$ cat src/rtl/hazard_ctrl_unit.sv
// Hazard control unit for the 5-stage RV32I pipeline.
// It produces the E-stage operand forwarding selects, the load-use interlock,
// branch flushes, a wait/timeout FSM for the multi-cycle MUL/DIV unit,
// data-memory wait-state stalls, and saturating stall/flush event counters.
module hazard_ctrl_unit #(
    parameter int AW     = 5,
    parameter int CNT_W  = 32,
    parameter int MC_MAX = 34
) (
    input  logic             clk,
    input  logic             rst_n,
    input  logic             reg_wrE,
    input  logic             reg_wrM,
    input  logic             reg_wrW,
    input  logic [1:0]       wb_selE,
    input  logic [AW-1:0]    raddr1D,
    input  logic [AW-1:0]    raddr2D,
    input  logic [AW-1:0]    raddr1E,
    input  logic [AW-1:0]    raddr2E,
    input  logic [AW-1:0]    waddrE,
    input  logic [AW-1:0]    waddrM,
    input  logic [AW-1:0]    waddrW,
    input  logic             br_takenE,
    input  logic             mc_startE,
    input  logic             mc_done,
    input  logic             dmem_reqM,
    input  logic             dmem_ready,
    output logic             StallF,
    output logic             StallD,
    output logic             StallE,
    output logic             StallM,
    output logic             FlushD,
    output logic             FlushE,
    output logic             FlushM,
    output logic [1:0]       forwardAE,
    output logic [1:0]       forwardBE,
    output logic             mc_timeout,
    output logic [CNT_W-1:0] stall_cycles,
    output logic [CNT_W-1:0] flush_count
);

    localparam int              MCW     = (MC_MAX > 1) ? $clog2(MC_MAX) : 1;
    localparam logic [MCW-1:0]  MC_LAST = MCW'(MC_MAX - 1);

    localparam logic [1:0] FWD_M  = 2'b00;
    localparam logic [1:0] FWD_W  = 2'b10;
    localparam logic [1:0] FWD_RF = 2'b01;
    localparam logic [1:0] WB_LOAD = 2'b10;

    typedef enum logic [1:0] {
        RUN      = 2'd0,
        MC_WAIT  = 2'd1,
        MEM_WAIT = 2'd2
    } state_e;

    state_e             state_q, state_d;
    logic [MCW-1:0]     mc_cnt_q, mc_cnt_d;
    logic [CNT_W-1:0]   stall_cycles_q, stall_cycles_d;
    logic [CNT_W-1:0]   flush_count_q, flush_count_d;

    logic       mem_wait;
    logic       mc_wait;
    logic       mc_expire;
    logic       load_use;
    logic       br_flush;
    logic       stall_f, stall_d, stall_e, stall_m;
    logic       flush_d, flush_e, flush_m;
    logic [1:0] fwd_a, fwd_b;

    // Pick the newest producer of an E-stage source; x0 is never forwarded.
    function automatic logic [1:0] fwd_sel(input logic [AW-1:0] raddr);
        logic valid;
        valid = (raddr != '0);
        if (valid && reg_wrM && (raddr == waddrM)) begin
            return FWD_M;
        end else if (valid && reg_wrW && (raddr == waddrW)) begin
            return FWD_W;
        end
        return FWD_RF;
    endfunction

    // Hazard detection and prioritised stall/flush generation.
    always_comb begin
        // NOTE: every signal assigned here gets a default first so no path leaves a latch behind.
        stall_f = 1'b0;
        stall_d = 1'b0;
        stall_e = 1'b0;
        stall_m = 1'b0;
        flush_d = 1'b0;
        flush_e = 1'b0;
        flush_m = 1'b0;
        br_flush = 1'b0;

        fwd_a = fwd_sel(raddr1E);
        fwd_b = fwd_sel(raddr2E);

        mem_wait  = dmem_reqM & ~dmem_ready;
        mc_expire = (state_q == MC_WAIT) & ~mc_done & (mc_cnt_q == MC_LAST);
        mc_wait   = ((state_q == MC_WAIT) & ~mc_done & ~mc_expire)
                  | ((state_q == RUN) & mc_startE & ~mc_done);
        load_use  = (wb_selE == WB_LOAD) & reg_wrE & (waddrE != '0)
                  & ((raddr1D == waddrE) | (raddr2D == waddrE));

        if (mem_wait) begin
            // Freeze the whole front end; a branch in E resolves again later.
            stall_f = 1'b1;
            stall_d = 1'b1;
            stall_e = 1'b1;
            stall_m = 1'b1;
        end else if (mc_wait) begin
            stall_f = 1'b1;
            stall_d = 1'b1;
            stall_e = 1'b1;
            flush_m = 1'b1;
        end else if (br_takenE) begin
            // Wrong-path D instruction is squashed, so a load-use on it is moot.
            flush_d  = 1'b1;
            flush_e  = 1'b1;
            br_flush = 1'b1;
        end else if (load_use) begin
            stall_f = 1'b1;
            stall_d = 1'b1;
            flush_e = 1'b1;
        end
    end

    // FSM next state, multi-cycle watchdog and saturating event counters.
    always_comb begin
        state_d        = state_q;
        mc_cnt_d       = mc_cnt_q;
        stall_cycles_d = stall_cycles_q;
        flush_count_d  = flush_count_q;

        unique case (state_q)
            RUN: begin
                if (mem_wait) begin
                    state_d = MEM_WAIT;
                end else if (mc_startE && !mc_done) begin
                    state_d  = MC_WAIT;
                    mc_cnt_d = MCW'(1);
                end
            end
            MC_WAIT: begin
                if (mc_done || mc_expire) begin
                    state_d  = RUN;
                    mc_cnt_d = '0;
                end else begin
                    mc_cnt_d = mc_cnt_q + MCW'(1);
                end
            end
            MEM_WAIT: begin
                // A withdrawn request also ends the wait so the FSM cannot stick.
                if (dmem_ready || !dmem_reqM) begin
                    state_d = RUN;
                end
            end
            default: begin
                state_d  = RUN;
                mc_cnt_d = '0;
            end
        endcase

        if (stall_f && (stall_cycles_q != '1)) begin
            stall_cycles_d = stall_cycles_q + CNT_W'(1);
        end
        if (br_flush && (flush_count_q != '1)) begin
            flush_count_d = flush_count_q + CNT_W'(1);
        end
    end

    // State and counter registers.
    always_ff @(posedge clk or negedge rst_n) begin
        if (!rst_n) begin
            state_q        <= RUN;
            mc_cnt_q       <= '0;
            stall_cycles_q <= '0;
            flush_count_q  <= '0;
        end else begin
            // NOTE: sequential state uses non-blocking assignments so all flops update from pre-edge values.
            state_q        <= state_d;
            mc_cnt_q       <= mc_cnt_d;
            stall_cycles_q <= stall_cycles_d;
            flush_count_q  <= flush_count_d;
        end
    end

    // NOTE: control outputs are gated by rst_n so they drop asynchronously, not at the next edge.
    assign StallF       = rst_n & stall_f;
    assign StallD       = rst_n & stall_d;
    assign StallE       = rst_n & stall_e;
    assign StallM       = rst_n & stall_m;
    assign FlushD       = rst_n & flush_d;
    assign FlushE       = rst_n & flush_e;
    assign FlushM       = rst_n & flush_m;
    assign forwardAE    = rst_n ? fwd_a : FWD_RF;
    assign forwardBE    = rst_n ? fwd_b : FWD_RF;
    assign mc_timeout   = rst_n & mc_expire;
    assign stall_cycles = stall_cycles_q;
    assign flush_count  = flush_count_q;

endmodule

$ cat config.mk
export PLATFORM = sky130hd
export DESIGN_NAME = hazard_ctrl_unit
export DESIGN_NICKNAME = d
export VERILOG_FILES = /design/src/rtl/hazard_ctrl_unit.sv
export SDC_FILE = /design/constraint.sdc
export NUM_CORES = 1
export LEC_CHECK = 0
export BUFFER_PORTS_ARGS = -buffer_cell sky130_fd_sc_hd__buf_2
export CORE_ASPECT_RATIO = 1.4
export CORE_UTILIZATION = 56
export DETAILED_ROUTE_END_ITERATION = 8
export PLACE_DENSITY = 0.91
export SLEW_MARGIN = 0
export SYNTH_ARGS = -nofsm -noshare
export SYNTH_HDL_FRONTEND = slang
export SYNTH_SLANG_ARGS = --single-unit
$ cat constraint.sdc
create_clock -name clk -period 4.6 [get_ports clk]
set_clock_uncertainty 0.15 [all_clocks]
set_input_delay 0.23 -clock clk [delete_from_list [all_inputs] [get_ports clk]]
set_output_delay 0.23 -clock clk [all_outputs]
set_load 0.03 [all_outputs]
# --- Word-level counts from Yosys, hierarchy flattened ---
# Cells that the tools add are included.
totals:
  ff_bits: 72
  input_bits: 47
  output_inout_bits: 76
  wordCells: 102
classes:
  n_addsub: 3
  eq_ne: 17
  muxes: 35
  bitwise_logic: 22
  reduce_logical: 21
op_table:
  columns: ["cell", "count"]
  rows:
  - ["32-bit by 1-bit adder with 32-bit output, second input constant", 2]
  - ["32-bit != test, second input constant", 2]
  - ["5-bit equality test", 6]
  - ["2-bit two-way mux", 12]
  - ["1-bit two-way mux", 18]
  - ["6-bit two-way mux", 3]
  - ["6-bit case mux with 3 select lines", 1]
  - ["1-bit bitwise AND", 16]
  - ["5-bit nonzero test", 3]
  - ["1-bit logical AND", 11]
  - ["6-bit by 1-bit adder with 6-bit output, second input constant", 1]
  - ["6-bit equality test, second input constant", 1]
  - ["2-bit case mux with 3 select lines", 1]
  - ["3-bit AND reduction", 2]
  - ["2-bit equality test, second input constant", 2]
  - ["2-bit by 1-bit != test with 1-bit output, second input constant", 2]
  - ["2-bit != test, second input constant", 2]
  - ["1-bit inverter", 4]
  - ["3-bit by 2-bit != test with 1-bit output, second input constant", 1]
  - ["2-bit by 1-bit equality test with 1-bit output, second input constant", 1]
  - ["1-bit logical NOT", 2]
  - ["2-bit logical NOT", 1]
  - ["1-bit logical OR", 2]
  - ["1-bit bitwise OR", 2]

# --- Depth between registers and ports, before layout ---
# Gate-level depths: netlist of the first run.
logic_depth:
  depth_word: 9
  mapped_depth: 10
  mapped_depth_nobuf: 8

# --- Least setup slack after synthesis of the first run ---
# OpenSTA, ideal clock, no wires.
synth_path:
  path_type: "flip-flop to flip-flop"
  from: "reg stall_cycles_q[11], in the netlist stall_cycles[11]"
  to: "reg stall_cycles_q[1], in the netlist stall_cycles[1]"
  setup_ns: 0.128
  arrival_ns: 2.208
  required_time_ns: 4.322
  path_slack_ns: 2.115
  path_stages_with_launch: 8
  n_path_buf: 1
  synth_period_minus_slack_ns: 2.485
  cell_sequence: "dfrtp_1 > nand4_1 > or3_4 > nor4_4 > and2b_1 > buf_6 > or2_2 > mux2_1"
synth_between:
  elab_chain_len: 2
synth_lines:
  columns: ["item", "line", "rtl"]
  rows:
  - ["from (decl)", "58", "logic [CNT_W-1:0] stall_cycles_q, stall_cycles_d;"]
  - ["from (signal assigned)", "182", "stall_cycles_q <= stall_cycles_d;"]
  - ["32-bit != test", "163", "if (stall_f && (stall_cycles_q != '1)) begin"]
  - ["1-bit logical AND", "163", null]
# No other way between the ends.
# A chain may end at the register's enable or synchronous reset.

# --- Final worst setup path of the first run ---
layout_path:
  from: "reg stall_cycles_q[2], in the netlist stall_cycles[2]"
  to: "reg stall_cycles_q[1], in the netlist stall_cycles[1]"
# Same word-level chain as after synthesis.

==> results.ini, run 1 <==
[timing]
period_needed_ps = 3025
hold_slack_ps = 22.11
finalSetupViolations = 0
hold_viol_final = 0
max-slew-margin-rel = 0.3212
grt_setup_unrepaired = false
max_freq_mhz = 330.5
setup_tns_ps = 0
finalMaxSlewViolations = 0
fin_crit_sh = 0.6577
tightestPinTransition_ps = 1018

[logic_synthesis]
synth-seq-cells = 72
async_reset_ff_frac = 1.000
synth.avg_cell_area_um2 = 9.558
synth_area_um2 = 4053
synthFlopType = dfrtp_1
yosys_warnings = 0
ys_seq_area_frac = 0.4446
synth_edf_count = 0
synth_nets = 475
syn_inst = 424
synth.distinct_cells = 44

[detailed_routing]
wl_per_cell_um = 15.13
ant_nets = 0
wl_met3_um = 626
firstDrtPassIters = 4
drtIter0Drc = 199
wl_met1_um = 3889
vias = 3644
drc = 0
wl_met2_um = 5097
viasPerCell = 5.606
wl_um = 9836
top_layer_used = met4

[clocking]
cts-root-buf = clkbuf_8
clkTransAtPathRegs_ps = 70
htreeDepth = 3
cts-resized-gates = 0
clock-sinks = 72
cts_tree = built
clk_latency_ps = 360
clockBufferDepth = 2
postCtsSetupBuffers = 0
cts_inserted_buffers = 9

[grt]
grt_pass1_vias = 3478
antenna_found_initial = 0
grt_overflow = 0
grt_pass1_wl_um = 15640
grt_max_degree = 44
grt_usage = 0.2746

[place]
gp_congestion = 0.8670
dp_hpwl_um = 7467
buffer_ports.inserted = 122

[setup_path]
end_kind = register
worstPathArrival_ps = 3110
worst-path-max-fanout = 28
criticalPathCategory = register to register
crit_slowest_cell = and2b_1
max_stage_delay_ps = 730
required_ps = 4690
path_cells = and4_1 > nand4_1 > nor4_4 > and2b_1 > or2_2 > mux2_1
cp-start-kind = register
rrSetupSlack_ps = 1570

[final_layout]
area_delta_synth_final_pct = 21.64
final_common_cell = buf_2
mostFrequentLayoutCells = 121 x buf_2, 72 x dfrtp_1, 60 x xor2_1, 39 x nand2_1, 37 x nor2_1
drive_above_1_share = 0.2739
num_antenna_cells = 0
final_nets = 601

[floorplan]
ios = 123
dieHeight_um = 102.7
dieArea_um2 = 7586
rows = 36
core_area_um2 = 6982
initial_utilization = 0.5805
die_x_um = 73.90

[power_and_ir_drop]
powerDensity_nw_per_um2 = 369.6
ir_worst_vdd_mv = 0.2304
p_leak_uw = 0.002452

[outcome]
status = complete, no violations

[hold_path]
hold_class = input port to register

[flow_run]
max_cap_viol_count = 0

-- through the flow --
step / util / std cells / cell area [um2] / setup WS (ps) / power (uW)
final: 0.7061 / 650 / 4930 / 1575 / 1822
after global routing: 0.7061 / 650 / 4930 / 1381 / 1917
after CTS: 0.7061 / 650 / 4930 / 1607 / 1836
after detailed placement: 0.6765 / 633 / 4723 / 1640 / 1333
after global placement: 0.6765 / 633 / 4723 / 1700 / 1312
after floorplan: - / 424 / 4053 / 2115 / 1142
-- cells in the mapped netlist (2+ instances only) --
| master | instances | area, um2 |
|---|---|---|
| buf_2 | 4 | 20.02 |
| nand4_1 | 11 | 68.82 |
| and2_1 | 4 | 25.02 |
| and4_1 | 6 | 52.55 |
| nor4_1 | 19 | 118.9 |
| inv_1 | 10 | 37.54 |
| nor3_1 | 30 | 150.1 |
| nor2_1 | 37 | 138.9 |
| a21oi_1 | 9 | 45.04 |
| xor2_1 | 60 | 525.5 |
| o211ai_1 | 2 | 15.01 |
| or4_1 | 2 | 15.01 |
| o21ai_0 | 7 | 35.03 |
| nand2b_1 | 3 | 18.77 |
| nor2b_1 | 5 | 31.28 |
| dfrtp_1 | 72 | 1802 |
| nand2_1 | 39 | 146.4 |
| nor4b_1 | 2 | 17.52 |
| xnor2_1 | 23 | 201.4 |
| o31ai_1 | 4 | 30.03 |
| or2_2 | 2 | 12.51 |
| ha_1 | 4 | 50.05 |
| nand3_1 | 30 | 150.1 |
| mux2_2 | 6 | 67.56 |
| buf_6 | 4 | 45.04 |
| and3_1 | 11 | 68.82 |
-- area by class of cell --
type | count | area (um2)
inverter | 10 | 37.54
sequential | 72 | 1802
timing repair buffer | 125 | 638.1
fill | 509 | 2052
tap | 95 | 118.9
clock inverter | 6 | 58.81
clock buffer | 10 | 137.6
multi-input combinational | 332 | 2137
-- per-layer routing --
layer / GRT usage / up-vias
met1: 0.3083 / 1728
met2: 0.4891 / 161
met3: 0.06452 / 18
met5: 0 / -
met4: 0.1228 / 0
li1: - / 1737
-- state kept, by name, summed over array words and instances (netlist names) --
signal,count
stall_cycles,32
mc_cnt_q,6
state_q,2
flush_count,32
-- report_power, final --
part | leakage [uW] | total, uW | internal (uW) | switching [uW]
combinational | 0.00143 | 504 | 163 | 341
sequential | 0.000916 | 819 | 715 | 105
clock | 0.000106 | 499 | 262 | 237
-- path summary, 6_finish.rpt --
| kind | start | endpoint | cells after the start |
|---|---|---|---|
| worst max-delay path | stall_cycles[2] | stall_cycles[1] | 6 |
| worst max register to register | stall_cycles[2] | stall_cycles[1] | 6 |
| worst min register to register | stall_cycles[10] | stall_cycles[10] | 1 |
| worst min-delay path | dmem_reqM | state_q[1] | 3 |
| max in group asynchronous | rst_n | stall_cycles[19] | 3 |
| min in group asynchronous | rst_n | stall_cycles[11] | 2 |
-- kinds of logic (layout without fill, tap and decap cells) --
kind of cell	Yosys count	in the layout	share of synthesized area
and+or+nand+nor	208	208	0.2683
xor gates and xnor gates	83	83	0.1794
DFF	72	72	0.4446
AOI/OAI and AO/OA	29	29	0.04539
buffers and inverters	20	151	0.02810
muxes	8	8	0.02192
adders and majority gates	4	4	0.01235
-- critical path, delay by kind of cell (launching register included) --
kind	cells	cell delay, ps
flops	1	430
mux	1	310
simple gates	5	2010
-- repair_timing --
| action | CTS | global route |
|---|---|---|
| hold buffers | 1 | 0 |
| setup endpoints to repair | 0 | 0 |
| hold endpoints to repair | 35 | 0 |
No activity file was read; power rests on OpenSTA's default activity.
==> run 2: changes to the inputs <==
ABC_AREA = 1   (was not set)
CORE_UTILIZATION = 55   (was 56)
PLACE_DENSITY = 0.86   (was 0.91)
clock period = 3.1 ns   (was 4.6 ns; I/O delays follow)
==> run 2 against run 1 <==
- sequential power is 55% higher
- final cell count increased by 64%
- via count is 57% higher
- total power up 100%
- register-to-register slack got worse by 920 ps
- synthesized cell count grew 91%
- combinational power grew 140%
- clock power up 130%
==> results.ini, run 2 <==
[final_layout]
final_common_cell = nand2_1
num_antenna_cells = 0  ; unchanged
multi_input_area_um2 = 3154  ; +48%
seqCellArea_um2 = 1802  ; unchanged
area_delta_synth_final_pct = 18.61
final_nets = 981  ; +63%
drive_above_1_share = 0.1914  ; -0.08243
fillerInstances = 844  ; +66%
finalNonFillerCells = 1067  ; +64%
mostFrequentLayoutCells = 318 x nand2_1, 121 x buf_2, 110 x nor2_1, 72 x dfrtp_1, 69 x inv_1

[hold_path]
hold_class = input port to register
hp-start = mc_done

[clocking]
cts-resized-gates = 0  ; unchanged
htreeDepth = 3  ; unchanged
clkTransAtPathRegs_ps = 50  ; -20 ps
hold_buffers = 1  ; unchanged
cts_tree = built
postCtsSetupBuffers = 0  ; unchanged
clk_latency_ps = 340  ; -20 ps
clockBufferDepth = 2  ; unchanged
cts_inserted_buffers = 9  ; unchanged
clock-sinks = 72  ; unchanged
cts-root-buf = clkbuf_16

[logic_synthesis]
synth_area_leaders = dfrtp_1 33%, nand2_1 22%, nor2_1 7.7%
synth_simple_gate_area_share = 0.4290  ; +0.1607
synth_nets = 862  ; +81%
synth_area_um2 = 5386  ; +33%
synth.area.mux_share = 0  ; -0.02192
syn_inst = 811  ; +91%
synth-xor-area-share = 0.08130  ; -0.09808
ys_seq_area_frac = 0.3345  ; -0.1101
synth.distinct_cells = 39  ; -11%
yosys_warnings = 0  ; unchanged
synth_top_area_frac = 0.3345  ; -0.1101
async_reset_ff_frac = 1.000  ; unchanged
synth_compound_area_frac = 0.06597  ; +0.02059
yosysMostFrequentCell = nand2_1
synth_top_area_cell = dfrtp_1
yosys-top-cells-count = 318 x nand2_1, 110 x nor2_1, 72 x dfrtp_1
synthFlopType = dfrtp_1
synth_edf_count = 0  ; unchanged
synth.avg_cell_area_um2 = 6.642  ; -31%
synth_fa_ha_area_frac = 0.009292  ; -0.003058
synth-seq-cells = 72  ; unchanged
synth_top_family_by_area = simple AND/OR/NAND/NOR gates

[grt]
antenna_found_initial = 0  ; unchanged
grt_usage = 0.3021  ; +0.02748
grt_overflow = 0  ; unchanged
grt_pass1_wl_um = 24460  ; +56%
grt_max_degree = 54  ; +23%
grt_pass1_vias = 5538  ; +59%

[floorplan]
rows = 42  ; +17%
dieArea_um2 = 10200  ; +34%
die_x_um = 85.64  ; +16%
dieHeight_um = 119.1  ; +16%
core_area_um2 = 9512  ; +36%
ios = 123  ; unchanged
initial_utilization = 0.5663  ; -0.01417

[detailed_routing]
firstDrtPassIters = 7  ; +3
drc = 0  ; unchanged
drtIter0Drc = 265  ; +33%
ant_nets = 0  ; unchanged
wl_um = 14870  ; +51%
wl_per_cell_um = 13.94  ; -7.9%
vias = 5730  ; +57%
viasPerCell = 5.370  ; -4.2%

[power_and_ir_drop]
powerDensity_nw_per_um2 = 570.0  ; +54%
ir_worst_vdd_mv = 0.3602  ; +56%
p_total_uw = 3641  ; +100%
p_leak_uw = 0.003278  ; +34%

[timing]
period_needed_ps = 2699
finalSetupViolations = 0  ; unchanged
hold_viol_final = 0  ; unchanged
tightestPinTransition_ps = 680.2  ; -338.0 ps
max_freq_mhz = 370.5
setup_tns_ps = 0  ; unchanged
fin_crit_sh = 0.8707
max-slew-margin-rel = 0.5465  ; +0.2254
finalMaxSlewViolations = 0  ; unchanged
grt_setup_unrepaired = false

[setup_path]
required_ps = 2790  ; -1900 ps
worstPathArrival_ps = 2390  ; -720 ps
end_kind = primary output
worst-path-max-fanout = 35  ; +25%
r2r-start = mc_cnt_q[1]
cp-start-kind = register
criticalPathCategory = register to primary output
cp-startpoint = mc_cnt_q[0]

[place]
buffer_ports.inserted = 122  ; unchanged
dp.cells = 1050  ; +66%
gp_congestion = 0.9670  ; +12%
dp_hpwl_um = 11220  ; +50%

[outcome]
status = complete, no violations

[flow_run]
max_cap_viol_count = 0  ; unchanged

==> run 2: final cells by class <==
cell class / instances / share of cell area
clock inverters: 5 / 0.01253
multi-input cells: 644 / 0.4937
inverters: 75 / 0.04446
flip-flops and latches: 72 / 0.2820
clock buffers: 11 / 0.03799
repair buffers: 128 / 0.1034
well taps: 132 / 0.02585
==> run 2: path summary, 6_finish.rpt <==
path,slack [ps],end,depth (start not counted)
max,400,StallD,9
min,30,state_q[0],4
max in group asynchronous,1710,stall_cycles[1],3
min in group asynchronous,100,flush_count[0],2
min reg2reg,370,state_q[1],1
max reg2reg,650,flush_count[11],10
==> run 2: cell families (layout without fill, tap and decap cells) <==
group           count (synthesis)  after routing
flops                          72             72
fa+ha+maj                       4              4
simple gates                  538            538
buf+inv                        95            219
compound gates                 52             52
xor+xnor                       50             50
==> run 2: per-stage QoR <==
stage	hold slack, ps	util	area [um2]	worst slack, ps
CTS	33.24	0.6717	6389	389.4
floorplan	-290.6	-	5386	748.8
global placement	-75.20	0.6367	6056	767.0
finish	32.15	0.6717	6389	400.8
global route	83.24	0.6717	6389	230.9
detailed placement	-77.98	0.6367	6056	666.6
==> run 2: report_power, final <==
group	internal, uW	leakage (uW)	switching, uW
Combinational	365	0.00214	868
Clock	725	0.000152	414
Sequential	1090	0.000984	183
==> run 2: metal layers <==
layer  vias up  share of wire  track usage
li1       2831              -            -
met1      2590           0.38       0.3224
met2       247           0.52       0.5590
met3        62          0.057      0.04990
met4         0          0.043       0.1573
met5         -              0            0
==> run 2: critical path, stage by stage (launching register included) <==
cell     delay, ps
dfrtp_1        410
ha_1           210
nand4_1        160
nand2_2        150
nand3_2        140
nor2_4          60
inv_2          430
nand2_1        100
nor2_1         160
buf_2          220
